**src/rtl/zbuf_scheduler.sv**
```systemverilog
// Z-buffer RAM port arbiter: drawline accesses plus a background clear sweep.
// Optional ZSCHED_STATS_EN adds a saturating stalled-write cycle counter.
module zbuf_scheduler #(
  parameter int unsigned    AW          = 10,
  parameter int unsigned    DW          = 16,
  parameter int unsigned    DEPTH       = 1024,
  parameter logic [DW-1:0]  CLEAR_VALUE = 16'hFFFF
) (
  input  logic          clk2,
  input  logic          rst,
  input  logic          draw_req,
  input  logic          draw_we,
  input  logic [AW-1:0] draw_addr,
  input  logic [DW-1:0] draw_wrdata,
  output logic          draw_gnt,
  output logic [DW-1:0] draw_rddata,
  output logic          draw_rdvalid,
  input  logic          clear_start,
  output logic          clear_busy,
  output logic          clear_done,
  output logic          ram_we,
  output logic [AW-1:0] ram_wraddr,
  output logic [DW-1:0] ram_wrdata,
  output logic [AW-1:0] ram_rdaddr,
  input  logic [DW-1:0] ram_rddata
`ifdef ZSCHED_STATS_EN
  ,
  output logic [15:0]   stall_count
`endif
);

  typedef enum logic {
    IDLE,
    CLEAR
  } state_e;

  localparam logic [AW:0] LAST_PTR = (AW+1)'(DEPTH - 1);

  state_e      state_q, state_d;
  logic [AW:0] clear_ptr_q, clear_ptr_d;
  logic        rdvalid_q, rdvalid_d;
  logic        bypass_q, bypass_d;
  logic        done_q, done_d;

  logic in_clear;
  logic ahead;
  logic wr_gnt;
  logic rd_gnt;
  logic sweep_wr;

  always_comb begin
    in_clear = (state_q == CLEAR);
    // Addresses at or beyond the pointer still hold stale data logically
    ahead    = ({1'b0, draw_addr} >= clear_ptr_q);
    wr_gnt   = draw_req & draw_we & ~(in_clear & ahead);
    rd_gnt   = draw_req & ~draw_we;
    sweep_wr = in_clear & ~wr_gnt;
  end

  always_comb begin
    state_d     = state_q;
    clear_ptr_d = clear_ptr_q;
    done_d      = 1'b0;
    rdvalid_d   = rd_gnt;
    bypass_d    = rd_gnt & in_clear & ahead;
    if (clear_start) begin
      state_d     = CLEAR;
      clear_ptr_d = '0;
    end else if (sweep_wr) begin
      clear_ptr_d = clear_ptr_q + 1'b1;
      if (clear_ptr_q == LAST_PTR) begin
        state_d = IDLE;
        done_d  = 1'b1;
      end
    end
  end

  always_ff @(posedge clk2 or posedge rst) begin
    if (rst) begin
      state_q     <= IDLE;
      clear_ptr_q <= '0;
      rdvalid_q   <= 1'b0;
      bypass_q    <= 1'b0;
      done_q      <= 1'b0;
    end else begin
      state_q     <= state_d;
      clear_ptr_q <= clear_ptr_d;
      rdvalid_q   <= rdvalid_d;
      bypass_q    <= bypass_d;
      done_q      <= done_d;
    end
  end

  always_comb begin
    draw_gnt     = wr_gnt | rd_gnt;
    clear_busy   = in_clear;
    clear_done   = done_q;
    draw_rdvalid = rdvalid_q;
    draw_rddata  = '0;
    if (rdvalid_q) begin
      draw_rddata = bypass_q ? CLEAR_VALUE : ram_rddata;
    end
    ram_we     = wr_gnt | sweep_wr;
    ram_wraddr = wr_gnt ? draw_addr : clear_ptr_q[AW-1:0];
    ram_wrdata = wr_gnt ? draw_wrdata : CLEAR_VALUE;
    ram_rdaddr = rd_gnt ? draw_addr : '0;
  end

`ifdef ZSCHED_STATS_EN
  logic [15:0] stall_cnt_q, stall_cnt_d;
  logic        stalled;

  always_comb begin
    stalled     = draw_req & draw_we & ~wr_gnt;
    stall_cnt_d = stall_cnt_q;
    if (clear_start) begin
      stall_cnt_d = '0;
    end else if (stalled && stall_cnt_q != 16'hFFFF) begin
      stall_cnt_d = stall_cnt_q + 16'd1;
    end
  end

  always_ff @(posedge clk2 or posedge rst) begin
    if (rst) begin
      stall_cnt_q <= '0;
    end else begin
      stall_cnt_q <= stall_cnt_d;
    end
  end

  assign stall_count = stall_cnt_q;
`endif

endmodule

```
**config.mk**
```make
export PLATFORM = sky130hd
export DESIGN_NAME = zbuf_scheduler
export DESIGN_NICKNAME = d
export VERILOG_FILES = /design/src/rtl/zbuf_scheduler.sv
export SDC_FILE = /design/constraint.sdc
export NUM_CORES = 1
export LEC_CHECK = 0
export ABC_AREA = 1
export CORE_MARGIN = 4
export CORE_UTILIZATION = 37
export CTS_CLUSTER_DIAMETER = 60
export DETAILED_ROUTE_END_ITERATION = 10
export PLACE_DENSITY = 0.82
export SLEW_MARGIN = 20
export SYNTH_ARGS = -nofsm -noshare
export SYNTH_HDL_FRONTEND = slang
export SYNTH_SLANG_ARGS = --single-unit
```
**constraint.sdc**
```tcl
create_clock -name clk2 -period 4 [get_ports clk2]
set_input_delay 1.2 -clock clk2 [delete_from_list [all_inputs] [get_ports clk2]]
set_output_delay 1.2 -clock clk2 [all_outputs]
set_load 0.01 [all_outputs]
```
=== Word level (Yosys, flattened, before mapping) ===
Cells that the tools add are included.

* Register bits: 15
* Latch bits: 0
* RAM bits: 0
* ROM bits: 0
* Output and inout bits: 57
* Word-level logic and storage cells: 36
* Memories: 0

* Add/subtract/negate cells: 1
* Multipliers: 0
* Div/mod/pow operators: 0
* $lt $le $gt $ge: 1
* Eq/ne operators: 1
* Shifts and indexed selects: 0
* Multiplexer cells: 13
* Bitwise logic cells: 12
* Reduce and logical (&&, ||, !) cells: 3

{| class="wikitable"
|+ Operator list
! cell !! count
|-
| 2-to-1 mux 16 bit || 3
|-
| 2-to-1 mux 11 bit || 2
|-
| 2-to-1 mux 10 bit || 2
|-
| adder 11 x 1 -> 11 bit, second input constant || 1
|-
| == test 11 x 10 -> 1 bit, second input constant || 1
|-
| >= comparator 10 x 11 -> 1 bit || 1
|-
| bitwise AND 1 bit || 7
|-
| 2-to-1 mux 1 bit || 6
|-
| nonzero test 2 bit || 2
|-
| NOT 1 bit || 3
|-
| bitwise OR 1 bit || 2
|-
| AND reduction 2 bit || 1
|}

=== Depth between registers and ports, before layout ===
Gate-level depths: netlist of the first run.

* Depth after elaboration: 8
* Gate-level depth with buffers: 13

=== Worst setup path before layout of the first run ===
Ideal clock, no wire load.

* Path kind: input-to-output
* From: input port draw_addr[9]
* To: output port ram_wraddr[9]
* Arrival: 2.564 ns
* Data required time: 2.800 ns
* Slack: 0.236 ns
* Stages: 11
* Buffers on the path: 1
* Cells stage by stage: ha_1 inv_1 nor2_2 a21oi_2 nand2_1 nor2_2 nand2_2 nand2_2 nand2_4 buf_4 o21ai_0

* Cells in the longest elaborated chain, start to end: 5

{| class="wikitable"
|+ RTL lines
! item !! line !! text
|-
| start: declaration || 13 || <nowiki>input logic [AW-1:0] draw_addr,</nowiki>
|-
| >= comparator 10 x 11 -> 1 bit || 54 || <nowiki>ahead = ({1'b0, draw_addr} >= clear_ptr_q);</nowiki>
|-
| bitwise AND 1 bit || 55 || <nowiki>wr_gnt = draw_req & draw_we & ~(in_clear & ahead);</nowiki>
|-
| NOT 1 bit || 55 ||
|-
| bitwise AND 1 bit || 55 ||
|-
| 2-to-1 mux 10 bit (*) || 104 || <nowiki>ram_wraddr = wr_gnt ? draw_addr : clear_ptr_q[AW-1:0];</nowiki>
|-
| end: declaration || 22 || <nowiki>output logic [AW-1:0] ram_wraddr,</nowiki>
|}

Mark *: on every way between the ends. The rest lies on a longest branch, timed or not.

=== Final worst setup path of the first run ===
* From: input port draw_addr[2]
* To: output port ram_wrdata[4]

* Cells in the longest elaborated chain, start to end: 5

{| class="wikitable"
|+ RTL lines
! item !! line !! text
|-
| >= comparator 10 x 11 -> 1 bit || 54 ||
|-
| bitwise AND 1 bit || 55 ||
|-
| NOT 1 bit || 55 ||
|-
| bitwise AND 1 bit || 55 ||
|-
| 2-to-1 mux 16 bit || 105 || <nowiki>ram_wrdata = wr_gnt ? draw_wrdata : CLEAR_VALUE;</nowiki>
|-
| end: declaration || 23 || <nowiki>output logic [DW-1:0] ram_wrdata,</nowiki>
|}

Every way passes these cells.

==> impl_metrics.env, run 1 <==
export IMPL_p_clk_share_pct=24.1
export IMPL_gp_congestion=0.9180
export IMPL_startpoint_type="input port"
export IMPL_top_usage_layer="met2"
export IMPL_drt_iter0_markers=113
export IMPL_synth_most_common_cell="nor2_1"
export IMPL_clk_pin_slew_worst_paths_ps=60
export IMPL_cts_made_buffers=3
export IMPL_p_int_uw=347.9
export IMPL_crit_arrival_ps=2810
export IMPL_use_met2_pct=47.74
export IMPL_syn_area_per_cell_um2=6.121
export IMPL_violations="negative setup slack"
export IMPL_p_comb_share_pct=44.1
export IMPL_leakagePower_nw=1.394
export IMPL_synth_top_area_share_pct=23.68
export IMPL_ys_top_cells_by_count="nor2_1, nand2_1, inv_1"
export IMPL_register_area_um2=375.4
export IMPL_ios=104
export IMPL_final_hold_viol_count=0
export IMPL_placed_area_mm2=0.002661
export IMPL_end_kind="primary output"
export IMPL_synth_edf_count=0
export IMPL_switching_power_uw=170.1
export IMPL_wl_per_cell_um=15.61
export IMPL_slowest_stage="ha_4"
export IMPL_h_tree_depth=1
export IMPL_synth_area_mm2=0.001585
export IMPL_yosys_top_cells_area="dfrtp_1, nor2_1, nand2_1"
export IMPL_final_antenna_net_count=0
export IMPL_synthArstFlopShare_pct=100.0
export IMPL_yosysSeqAreaShare_pct=23.68
export IMPL_syn_inst=259
export IMPL_swShare_pct=32.83
export IMPL_p_per_area_mw_per_mm2=172.3
export IMPL_drive_gt1_share_pct=28.35
export IMPL_synth_ff_type="dfrtp_1"
export IMPL_cts_root_buf="clkbuf_8"
export IMPL_max_slew_worst_pin_slew_ps=567.9
export IMPL_crit_path_max_incr_delay_ps=250
export IMPL_status="finished, violations left"
export IMPL_fin_tns_setup_ps=-13.13
export IMPL_setup_violations=2
export IMPL_syn_to_final_growth_pct=89.66
export IMPL_grt_pass1_wl_um=10670
export IMPL_postLayoutCoreUtil_pct=74.10
export IMPL_reg2reg_depth=14
export IMPL_antenna_cells=0
export IMPL_ys_ff_latch=15
export IMPL_instances_no_fill=431
export IMPL_ir_worst_vdd_v=0.0001644
export IMPL_met1_usage_pct=27.68
export IMPL_hold_class="register to register"
export IMPL_crit_fanout=5
export IMPL_cts_buffer_depth=2
export IMPL_core_mm2=0.004058
export IMPL_multi_input_area_mm2=0.001296
export IMPL_fin_skew_ps=3.334
export IMPL_grt_usage_pct=25.06
export IMPL_total_power_uw=518.0
export IMPL_path_cells="buf_4 > ha_4 > nand2_2 > nand2_2 > nor2_2 > nor2_2 > nor2_2 > nand2_2 > nand2_4 > buf_12 > nand2_8 > or2_4 > buf_6"
export IMPL_die_w_um=73.46
export IMPL_hold_path_depth=2
export IMPL_hpwl_um=4239
export IMPL_cts_tree="built"
export IMPL_post_drt_via_cell_ratio=5.084
export IMPL_yosys_warnings=0
export IMPL_drt_wl_total_um=6726
export IMPL_cts_sink_count=15
export IMPL_finalCritPeriodShare_pct=100.2
export IMPL_port_buffer_count=103
export IMPL_insertion_delay_ps=250
export IMPL_setup_slack_ps=-7.326
export IMPL_syn_num_nets=317
export IMPL_rsz0062_at_grt="yes"
export IMPL_initial_core_util_pct=39.07
export IMPL_place_inst=407
export IMPL_ys_types=28
export IMPL_final_area_mm2=0.003007
export IMPL_timing_fmax_mhz=249.5
export IMPL_cp_data_required_time_ps=2800
export IMPL_setup_worst_path_class="input port to primary output"
export IMPL_holdWs_ps=572.2
export IMPL_grt_overflow=0
export IMPL_dr_total_vias=2191
export IMPL_firstDrtPassIters=4
export IMPL_drv_cap=0
export IMPL_pre_cts_ws_ps=-791.2
export IMPL_grt_max_degree=17
export IMPL_die_area_mm2=0.005396
export IMPL_maxSlewViolCount=0
export IMPL_fp_row_count=23
export IMPL_final_nets=440
export IMPL_fp_dieH_um=73.46
export IMPL_grt_antenna_before_repair=0
export IMPL_fillers=322
export IMPL_grt_pass1_vias=2179
export IMPL_fin_crit_ps=4007
export IMPL_globalRouteMet3Util_pct=5.882
export IMPL_synth_top_area_cell="dfrtp_1"
export IMPL_seq_power_share_pct=31.8
export IMPL_drcViolationCount=0
export IMPL_slew_headroom_pct=62.10
## cells by family (layout without fill, tap and decap cells)
kind of cell | count (synthesis) | after routing | synth area share (%)
and+or+nand+nor | 162 | 167 | 44.51
DFF | 15 | 15 | 23.68
adders and majority gates | 11 | 11 | 8.682
buffers and inverters | 45 | 162 | 12.00
xor gates and xnor gates | 5 | 5 | 2.762
AOI/OAI and AO/OA | 21 | 21 | 8.367
## layout make-up
| cell class | count | area share [%] |
|---|---|---|
| sequential | 15 | 12.48 |
| tap | 50 | 2.081 |
| inverter | 34 | 4.453 |
| clock buffer | 4 | 1.498 |
| timing repair buffer | 124 | 36.37 |
| multi-input combinational | 204 | 43.11 |
## path summary, 6_finish.rpt
path / from / endpoint / slack [ps]
setup / recovery: draw_addr[2] / ram_wrdata[4] / -7
hold / removal: clear_ptr_q[4] / clear_ptr_q[4] / 570
setup reg to reg: clear_ptr_q[8] / clear_ptr_q[2] / 1400
hold reg to reg: clear_ptr_q[4] / clear_ptr_q[4] / 570
max in group asynchronous: rst / clear_ptr_q[2] / 2330
min in group asynchronous: rst / clear_ptr_q[4] / 1300
## flip-flops by register name (all words and copies together), names as in the netlist
name,count
clear_done,1
clear_ptr_q,11
draw_rdvalid,1
bypass_q,1
clear_busy,1
## worst max-delay path: cells and delay by family
kind / cells / cell delay [ps]
buffers and inverters: 3 / 420
adders and majority gates: 1 / 250
and+or+nand+nor: 9 / 930
## layout by cell type (no fill, tap or decap), types with 2 or more instances in the layout
cell,n
clkdlybuf4s50_1,64
nor2_1,61
nand2_1,47
inv_1,30
buf_2,23
buf_4,21
nand3_1,15
dfrtp_1,15
or2_1,9
ha_4,9
o21ai_2,8
nand2_2,7
buf_6,7
nor3_1,5
xor2_1,5
or2_4,5
nand2_4,4
nor2_2,4
o21ai_1,4
nand2_8,4
clkdlybuf4s15_1,4
clkbuf_8,3
inv_2,2
nor2_4,2
a21oi_1,2
a31oi_1,2
or2_2,2
o21ai_0,2
ha_1,2
## power by group through the flow
stage          logic [mW]  clock network (mW)  registers (mW)
2_1_floorplan      0.0787                   0           0.163
3_3_place_gp        0.176                   0           0.167
3_5_place_dp        0.179                   0           0.167
4_1_cts             0.211               0.127           0.165
5_1_grt             0.246               0.134           0.166
6_report            0.229               0.125           0.165
## metal layers
layer  routed length [um]  part of all wire [%]  vias to the layer above
met1                 2533                    38                     1000
met5                    0                     0                        -
li1                     -                     -                     1049
met2                 3376                    50                      124
met3                  645                   9.6                       18
met4                  170                   2.5                        0
## repair_timing
item,CTS,global route
hold buffers,0,0
gates cloned,5,0
gates resized for setup,175,27
setup buffers,13,2
pin swaps,34,14
endpoints found under the setup margin,27,37
endpoints found under the hold margin,0,0
No activity file was read; power rests on OpenSTA's default activity.
==> inputs of run 2 (changes only) <==
--- a/config.mk
+++ b/config.mk
@@ -6,11 +6,14 @@
 export NUM_CORES = 1
 export LEC_CHECK = 0
 export ABC_AREA = 1
+export CELL_PAD_IN_SITES_DETAIL_PLACEMENT = 0
+export CELL_PAD_IN_SITES_GLOBAL_PLACEMENT = 1
+export CORE_ASPECT_RATIO = 0.6
 export CORE_MARGIN = 4
-export CORE_UTILIZATION = 37
+export CORE_UTILIZATION = 23
 export CTS_CLUSTER_DIAMETER = 60
 export DETAILED_ROUTE_END_ITERATION = 10
-export PLACE_DENSITY = 0.82
+export PLACE_DENSITY_LB_ADDON = 0.1
 export SLEW_MARGIN = 20
 export SYNTH_ARGS = -nofsm -noshare
 export SYNTH_HDL_FRONTEND = slang
==> constraint.sdc (replaced) <==
create_clock -name clk2 -period 4 [get_ports clk2]
set_input_delay 1.2 -clock clk2 [delete_from_list [all_inputs] [get_ports clk2]]
set_output_delay 1.2 -clock clk2 [all_outputs]
set_load 0.005 [all_outputs]
==> run 2 against run 1 <==
The flow now finishes without violations. Final cell count increased by 9.0%. Sequential cell count is the same. First-iteration DRC count decreased by 33%. Routed wire length up 1.5%. Sequential share of layout area is 0.59 points lower. Sequential power about the same. Clock power increased by 60%. Utilization shrank 27 points. Fmax rose by 1.5%. Die area rose by 54%. Clock skew grew 1.6 ps. Count of clock-buffer cells in the layout decreased by 1. Largest power group unchanged.
==> impl_metrics.env, run 2 (same netlist as run 1, synthesis figures left out) <==
export IMPL_total_power_uw=592.7
export IMPL_timing_fmax_mhz=253.3
export IMPL_pre_cts_ws_ps=-814.8
export IMPL_setup_slack_ps=52.71
export IMPL_fin_skew_ps=4.924
export IMPL_largest_reg_flops=11
export IMPL_slew_headroom_pct=57.14
export IMPL_rsz0062_at_grt="yes"
export IMPL_leakagePower_nw=1.403
export IMPL_drcViolationCount=0
export IMPL_placed_area_mm2=0.002745
export IMPL_grt_max_degree=17
export IMPL_setup_worst_path_class="input port to primary output"
export IMPL_crit_fanout=6
export IMPL_core_mm2=0.006676
export IMPL_cts_made_buffers=3
export IMPL_setup_violations=0
export IMPL_syn_to_final_growth_pct=99.13
export IMPL_grt_overflow=0
export IMPL_h_tree_depth=1
export IMPL_hpwl_um=4944
export IMPL_cts_root_buf="clkbuf_16"
export IMPL_drive_gt1_share_pct=30.81
export IMPL_hold_class="register to register"
export IMPL_holdWs_ps=588.4
export IMPL_initial_core_util_pct=23.74
export IMPL_cts_tree="built"
export IMPL_crit_arrival_ps=2750
export IMPL_grt_antenna_before_repair=0
export IMPL_fin_crit_ps=3947
export IMPL_postLayoutCoreUtil_pct=47.28
export IMPL_insertion_delay_ps=250
export IMPL_final_nets=442
export IMPL_ir_worst_vdd_v=0.0002196
export IMPL_port_buffer_count=103
export IMPL_finalCritPeriodShare_pct=98.68
export IMPL_wl_per_cell_um=14.52
export IMPL_top_register="clear_ptr_q"
export IMPL_final_hold_viol_count=0
export IMPL_ios=104
export IMPL_final_antenna_net_count=0
export IMPL_antenna_cells=0
export IMPL_final_cell_mix="clkdlybuf4s50_1, nor2_1, nand2_1"
export IMPL_end_kind="primary output"
export IMPL_p_per_area_mw_per_mm2=187.7
export IMPL_drt_wl_total_um=6826
export IMPL_clk_pin_slew_worst_paths_ps=50
export IMPL_layout_commonest_cell="clkdlybuf4s50_1"
export IMPL_fp_row_count=23
export IMPL_die_w_um=115.2
export IMPL_status="finished clean"
export IMPL_grt_pass1_wl_um=10270
export IMPL_cts_sink_count=15
export IMPL_die_area_mm2=0.008328
export IMPL_startpoint_type="input port"
export IMPL_dr_total_vias=2064
export IMPL_cts_buffer_depth=2
export IMPL_fp_dieH_um=72.31
export IMPL_gp_congestion=0.7705
export IMPL_maxSlewViolCount=0
export IMPL_cp_data_required_time_ps=2800
export IMPL_drv_cap=0
export IMPL_post_drt_via_cell_ratio=4.391
export IMPL_grt_pass1_vias=1832
export IMPL_drt_iter0_markers=76
export IMPL_firstDrtPassIters=4
export IMPL_max_slew_worst_pin_slew_ps=642.2
export IMPL_final_area_mm2=0.003157
export IMPL_grt_usage_pct=15.63
-- run 2: final timing paths --
| kind | startpoint | end | slack (ps) | cells past startpoint |
|---|---|---|---|---|
| max | draw_addr[1] | ram_wrdata[3] | 50 | 13 |
| min | clear_ptr_q[6] | clear_ptr_q[6] | 590 | 2 |
| max reg2reg | clear_ptr_q[3] | clear_ptr_q[5] | 1720 | 14 |
| min reg2reg | clear_ptr_q[6] | clear_ptr_q[6] | 590 | 2 |
| max in group asynchronous | rst | clear_ptr_q[8] | 2250 | 2 |
| min in group asynchronous | rst | clear_ptr_q[4] | 1330 | 2 |
-- run 2: final cells by class --
cell class                      instances  area (um2)
Fill cell                             706        3520
Tap cell                               87       108.9
Sequential cell                        15       375.4
Clock inverter                          1       5.005
Multi-Input combinational cell        203        1336
Clock buffer                            3       75.07
Inverter                               34       131.4
Timing Repair Buffer                  127        1125
-- run 2: per-stage QoR --
step / TNS [ps] / cells
2_1_floorplan: 0 / 259
3_3_place_gp: -19190 / 449
3_5_place_dp: -20210 / 449
4_1_cts: 0 / 465
5_1_grt: -130.6 / 470
6_report: 0 / 470
-- run 2: power by group --
part	internal (mW)	switching (mW)	total [mW]
Combinational	0.126	0.103	0.229
Clock	0.134	0.0664	0.200
Sequential	0.156	0.00739	0.164
Total	0.416	0.177	0.593
-- run 2: routing by layer --
metal  up-vias  part of all wire (%)  GRT usage, %
met5         -                     0             0
met4         0                  0.37         1.953
met3         3                   9.9         3.750
met2        70                    41         21.54
met1       938                    49         24.81
li1       1053                     -             -
-- run 2: critical path: stages --
cell and delay, ps:
buf_2 120, ha_4 220, nand2_4 70, nor2_2 30, nor2_2 140, nor2_4 60, nor2_4 140, nand2_4 90
nand2_8 140, buf_12 130, nand2_8 50, or2_4 220, buf_2 120
-- run 2: repair_timing --
item	CTS	global route
setup endpoints to repair	27	36
gates cloned	4	0
hold endpoints to repair	0	0
pin swaps	43	18
hold buffers	0	0
setup buffers	8	5
resized for setup	173	29
==> inputs of run 3 (changes only) <==
--- a/config.mk
+++ b/config.mk
@@ -11,8 +11,9 @@
 export CORE_ASPECT_RATIO = 0.6
 export CORE_MARGIN = 4
 export CORE_UTILIZATION = 23
-export CTS_CLUSTER_DIAMETER = 60
+export CTS_CLUSTER_DIAMETER = 40
 export DETAILED_ROUTE_END_ITERATION = 10
+export GPL_ROUTABILITY_DRIVEN = 0
 export PLACE_DENSITY_LB_ADDON = 0.1
 export SLEW_MARGIN = 20
 export SYNTH_ARGS = -nofsm -noshare
==> results of run 3 <==
Final layout, timing and power as in run 2 (identical DEF).
